--- src/rtl/if_fetch_stage.sv ---
// rtl/if_fetch_stage.sv - instruction fetch stage: PC register, imem req/ready, decode buffer
// Optional misaligned-fetch trap enabled by defining IF_ALIGN_CHECK_EN.
module if_fetch_stage #(
    parameter logic [31:0] RESET_PC = 32'h0000_3000
) (
    input  logic        clk,
    input  logic        rst,
    input  logic [31:0] npc,
    output logic [31:0] pc,
    output logic        imem_req,
    output logic [31:0] imem_addr,
    input  logic        imem_ready,
    input  logic [31:0] imem_rdata,
    output logic [31:0] instr,
    output logic [31:0] instr_pc,
    output logic        instr_valid,
    input  logic        id_ready,
    input  logic        flush,
    input  logic [31:0] flush_pc,
    output logic        addr_err
);

    typedef enum logic [1:0] {
        S_FETCH   = 2'd0,
        S_HOLD    = 2'd1,
        S_DISCARD = 2'd2
    } state_e;

    state_e      state_q, state_d;
    logic [31:0] pc_q, pc_d;
    logic [31:0] stale_addr_q, stale_addr_d;
    logic [31:0] instr_q, instr_d;
    logic [31:0] instr_pc_q, instr_pc_d;
    logic        instr_valid_q, instr_valid_d;
    logic        addr_err_q, addr_err_d;
    logic        fetch_misaligned;

`ifdef IF_ALIGN_CHECK_EN
    assign fetch_misaligned = |pc_q[1:0];
`else
    assign fetch_misaligned = 1'b0;
`endif

    always_comb begin
        state_d       = state_q;
        pc_d          = pc_q;
        stale_addr_d  = stale_addr_q;
        instr_d       = instr_q;
        instr_pc_d    = instr_pc_q;
        instr_valid_d = instr_valid_q;
        addr_err_d    = addr_err_q;
        case (state_q)
            S_FETCH: begin
                if (fetch_misaligned) begin
                    // No request was issued, so nothing is in flight to discard.
                    if (flush) begin
                        pc_d = flush_pc;
                    end else begin
                        instr_d       = 32'h0000_0000;
                        instr_pc_d    = pc_q;
                        instr_valid_d = 1'b1;
                        addr_err_d    = 1'b1;
                        state_d       = S_HOLD;
                    end
                end else if (flush) begin
                    pc_d = flush_pc;
                    if (!imem_ready) begin
                        stale_addr_d = {pc_q[31:2], 2'b00};
                        state_d      = S_DISCARD;
                    end
                end else if (imem_ready) begin
                    instr_d       = imem_rdata;
                    instr_pc_d    = pc_q;
                    instr_valid_d = 1'b1;
                    state_d       = S_HOLD;
                end
            end
            S_HOLD: begin
                if (flush) begin
                    pc_d          = flush_pc;
                    instr_valid_d = 1'b0;
                    addr_err_d    = 1'b0;
                    state_d       = S_FETCH;
                end else if (id_ready) begin
                    pc_d          = npc;
                    instr_valid_d = 1'b0;
                    addr_err_d    = 1'b0;
                    state_d       = S_FETCH;
                end
            end
            S_DISCARD: begin
                if (flush) begin
                    pc_d = flush_pc;
                end
                if (imem_ready) begin
                    state_d = S_FETCH;
                end
            end
            default: begin
                state_d = S_FETCH;
            end
        endcase
    end

    always_ff @(posedge clk) begin
        if (rst) begin
            state_q       <= S_FETCH;
            pc_q          <= RESET_PC;
            stale_addr_q  <= 32'h0000_0000;
            instr_q       <= 32'h0000_0000;
            instr_pc_q    <= 32'h0000_0000;
            instr_valid_q <= 1'b0;
            addr_err_q    <= 1'b0;
        end else begin
            state_q       <= state_d;
            pc_q          <= pc_d;
            stale_addr_q  <= stale_addr_d;
            instr_q       <= instr_d;
            instr_pc_q    <= instr_pc_d;
            instr_valid_q <= instr_valid_d;
            addr_err_q    <= addr_err_d;
        end
    end

    // Address comes straight from registers; DISCARD keeps presenting the abandoned request.
    assign imem_addr   = (state_q == S_DISCARD) ? stale_addr_q : {pc_q[31:2], 2'b00};
    assign imem_req    = !rst && ((state_q == S_DISCARD) ||
                                  ((state_q == S_FETCH) && !fetch_misaligned));
    assign pc          = pc_q;
    assign instr       = instr_q;
    assign instr_pc    = instr_pc_q;
    assign instr_valid = instr_valid_q;
    assign addr_err    = addr_err_q;

endmodule

--- config.mk ---
export PLATFORM = sky130hd
export DESIGN_NAME = if_fetch_stage
export DESIGN_NICKNAME = d
export VERILOG_FILES = /design/src/rtl/if_fetch_stage.sv
export SDC_FILE = /design/constraint.sdc
export NUM_CORES = 1
export LEC_CHECK = 0
export CAP_MARGIN = 10
export CORE_MARGIN = 3
export CORE_UTILIZATION = 40
export CTS_CLUSTER_SIZE = 28
export DETAILED_ROUTE_END_ITERATION = 8
export PLACE_DENSITY = 0.74
export SLEW_MARGIN = 15
export SYNTH_ARGS = -nofsm -noshare
export SYNTH_HDL_FRONTEND = slang
export SYNTH_SLANG_ARGS = --single-unit
--- constraint.sdc ---
create_clock -name clk -period 1.95 [get_ports clk]
set_clock_uncertainty 0.15 [all_clocks]
set_input_delay 0.4875 -clock clk [delete_from_list [all_inputs] [get_ports clk]]
set_output_delay 0.4875 -clock clk [all_outputs]
set_load 0.01 [all_outputs]
==> Word-level counts from Yosys, hierarchy flattened <==
Index checks and enable logic that the tools add are counted.
{ "op_classes": {"n_eq_ne": 9, "muxes": 17, "bitwise": 2, "n_reduce_logical": 14} }
{ "op_table": {"columns": ["operator", "count"], "rows": [
  ["32-bit 2-to-1 mux", 4],
  ["32-bit one-hot mux with 2 select lines", 1],
  ["2-bit 2-to-1 mux", 6],
  ["3-bit inequality test, second input constant", 3],
  ["3-bit AND reduction", 3],
  ["4-bit AND reduction", 2],
  ["2-bit inequality test, second input constant", 3],
  ["2-bit one-hot mux with 3 select lines", 1],
  ["2-bit nonzero test", 3],
  ["1-bit 2-to-1 mux", 4],
  ["2-bit by 1-bit == test with 1-bit output, second input constant", 1],
  ["2-bit == test, second input constant", 1],
  ["2-bit logical NOT", 1],
  ["2-bit by 1-bit inequality test with 1-bit output, second input constant", 1],
  ["1-bit inverter", 2],
  ["1-bit one-hot mux with 2 select lines", 1],
  ["2-bit AND reduction", 1],
  ["2-bit OR reduction", 1],
  ["1-bit logical AND", 1],
  ["1-bit logical NOT", 1],
  ["1-bit logical OR", 1]
]} }
{ "totals": {"ff_bits": 130, "elab_cells": 49} }

==> Longest topological paths before layout <==
{ "depth": {"ltp_word": 4, "depth_mapped": 6, "mapped_depth_nobuf": 3} }

==> Worst setup path before layout <==
No wires, ideal clock.
{ "synth_timing": {"path_type": "flip-flop to output port", "from": "register state_q[0]", "to": "output port imem_addr[10]", "arrival_time_ps": 1207, "t_required_ps": 1312, "slack_ps": 105, "stages_incl_launch_ff": 5, "path_buffers": 2, "cell_sequence": "dfxtp_1 -> buf_2 -> nor2b_1 -> buf_2 -> mux2_2"} }
{ "synth_via": {"elab_chain_len": 2} }
{ "synth_lines": {"columns": ["element", "line", "source"], "rows": [
  ["from (decl)", "29", "state_e state_q, state_d;"],
  ["from (signal assigned)", "115", "state_q <= state_d;"],
  ["2-bit == test", "126", "assign imem_addr = (state_q == S_DISCARD) ? stale_addr_q : {pc_q[31:2], 2'b00};"],
  ["32-bit 2-to-1 mux", "126", null],
  ["to (decl)", "11", "output logic [31:0] imem_addr,"]
]} }
No other way between the ends.

==> Final worst setup path <==
{ "layout_timing": {"from": "register state_q[1]", "to": "output port imem_addr[14]"} }
Same word-level chain as after synthesis.

==> results.yml <==
outcome:
  status: "finished with violations"
  violations: "setup timing"
die:
  pin_count: 232
  dieArea_sq_mm: 0.0147
  core-area_sq_mm: 0.0128
  die_x_um: 121
  die_y_um: 121
  row_count: 41
  start_util: 0.414
timing:
  setup_viol: 30
  period_share: 1.19
  fin_tns_setup_ns: -8.64
  final_max_slew_viol_count: 0
  fmax_mhz: 431
  finalWorstSetupSlack_ns: -0.370
  rsz0062_at_grt: "yes"
  finalCriticalPeriod_ns: 2.32
  hold_viol_final: 0
clock_network:
  htreeDepth: 4
  clock-sinks: 129
  path_clk_slew_ns: 0.05
  clock_latency_ns: 0.41
  root_buffer: "clkbuf_16"
  cts_made_buffers: 17
  clockBufferDepth: 2
  cts_tree: "yes"
power_and_ir_drop:
  total_leakage_power_nw: 4.22
  ir_drop_mv: 0.603
  power_density_mw_per_mm2: 823
yosys:
  synth_warnings: 0
  synth_area_per_cell_sq_um: 8.65
  synth_top_area_frac: 0.486
  synth_cell_types: 24
  ys_ff_latch: 129
  synth_area_sq_mm: 0.00531
  synth_area_leaders: "dfxtp_1, nand2_1, a21oi_1"
  syn-instance-count: 614
  ys_seq_area_frac: 0.486
  synth_largest_area_cell: "dfxtp_1"
drt:
  detail_route.wl_per_cell_um: 17.2
  drc: 0
  vias: 5408
  wirelength_um: 18100
  via_per_inst: 5.14
  dr.pass1.iters: 5
  ant_nets: 0
  first_iter_violations: 403
cells_and_area:
  nNetsFinal: 969
  final_cell_mix: "nand2_1, dfxtp_1, clkdlybuf4s50_1"
  area_delta_synth_final_pct: 67.7
  diodes: 0
  final_common_cell: "nand2_1"
  layout-drive-gt1-share: 0.180
worst_setup_path:
  r2r_start: "state_q[0]"
  cp.arrival_ns: 1.68
  regToRegSetupSlack_ns: 0.22
  end_kind: "primary output"
  critical_path_class: "reg2out"
  worst-path-max-fanout: 6
  startpoint: "state_q[1]"
  start_kind: "flop"
  crit_required_ns: 1.31
grt:
  grt_pass1_wl_um: 28000
  grt_max_degree: 91
  grt_overflow_total: 0
  grt_pass1_vias: 5545
  antenna_found_initial: 0
  grt_use_total: 0.242
worst_hold_path:
  hold_class: "reg2reg"
  min_from: "instr[7]"
placed_design:
  gp_congestion: 0.816
  place_hpwl_um: 12400
  port_buffers: 228
  place_ws_ns: -0.386
run:
  cap_violations: 0
[logic make-up (layout without fill, tap and decap cells)]
logic type             Yosys count  count (layout)  share of synthesized area
multiplexers                    63              63                      0.126
buffers and inverters           58             323                     0.0667
flip-flops                     129             129                      0.486
AO/OA/AOI/OAI                  159             159                      0.167
AND/OR/NAND/NOR                204             204                      0.154
other                            1               3                   0.000706
[power by group]
group          internal [mW]  leakage, nW  switching [mW]
Clock                   2.08        0.289            1.12
Combinational          0.713         2.87           0.563
Sequential              2.77         1.06          0.0906
[routing by layer]
| metal | track usage | vias up | wire length (um) |
|---|---|---|---|
| met1 | 0.273 | 2598 | 7010 |
| met5 | 0 | - | 0 |
| li1 | - | 2588 | - |
| met2 | 0.444 | 201 | 9570 |
| met3 | 0.0564 | 21 | 1230 |
| met4 | 0.0875 | 0 | 255 |
[cells in the mapped netlist]
cell / instances
nand2_1: 189
dfxtp_1: 129
a21oi_1: 124
mux2i_1: 33
a211oi_1: 32
mux2_2: 30
buf_2: 19
clkbuf_1: 17
buf_4: 10
buf_6: 10
nor2_1: 4
a41oi_1: 2
inv_1: 2
nor4b_2: 2
or4b_1: 2
a21o_1: 1
and2_1: 1
and3_1: 1
conb_1: 1
nand2b_1: 1
nor2b_1: 1
nor3_1: 1
nor3b_1: 1
nor4_1: 1
[state kept, by name, indices dropped and copies added (netlist names)]
signal        cells
instr            32
instr_pc         32
pc               32
stale_addr_q     30
state_q           2
instr_valid       1
[what timing repair did]
action                                  4_1_cts  5_1_grt
gates resized for setup                     247       34
hold buffers                                  0        0
endpoints found under the hold margin         0        0
cloned                                        2        0
buffers inserted                              9        0
endpoints found under the setup margin       75       79
[cell type report]
class,instances,area (sq um)
sequential,129,2590
inverter,2,7.51
timing repair buffer,289,2970
multi-input combinational,429,2530
clock inverter,8,129
clock buffer,24,472
tap,172,215
fill,998,3910
[per-stage QoR]
stage                     utilization  cells  hold WS (ns)  power (mW)  cell area (sq um)
after floorplan                     -    616         0.283        3.41               5320
after CTS                       0.693   1055         0.304        7.38               8880
after detailed placement        0.625   1012         0.295        4.15               8010
final                           0.695   1053         0.302        7.34               8910
after global routing            0.695   1053         0.320        7.61               8910
after global placement          0.625   1012         0.288        4.12               8010
[final timing paths]
path                                       to  cells after the start
worst max-delay path            imem_addr[14]                      6
worst min-delay path                 instr[7]                      2
worst max register to register   instr_pc[18]                      5
worst min register to register       instr[7]                      2
[worst max-delay path, cell delays in order (launching register included)]
cell,delay (ns)
dfxtp_2,0.32
nor2b_4,0.17
buf_6,0.14
buf_8,0.13
buf_6,0.10
mux2_4,0.29
buf_6,0.13
No activity file was read; power rests on OpenSTA's default activity.
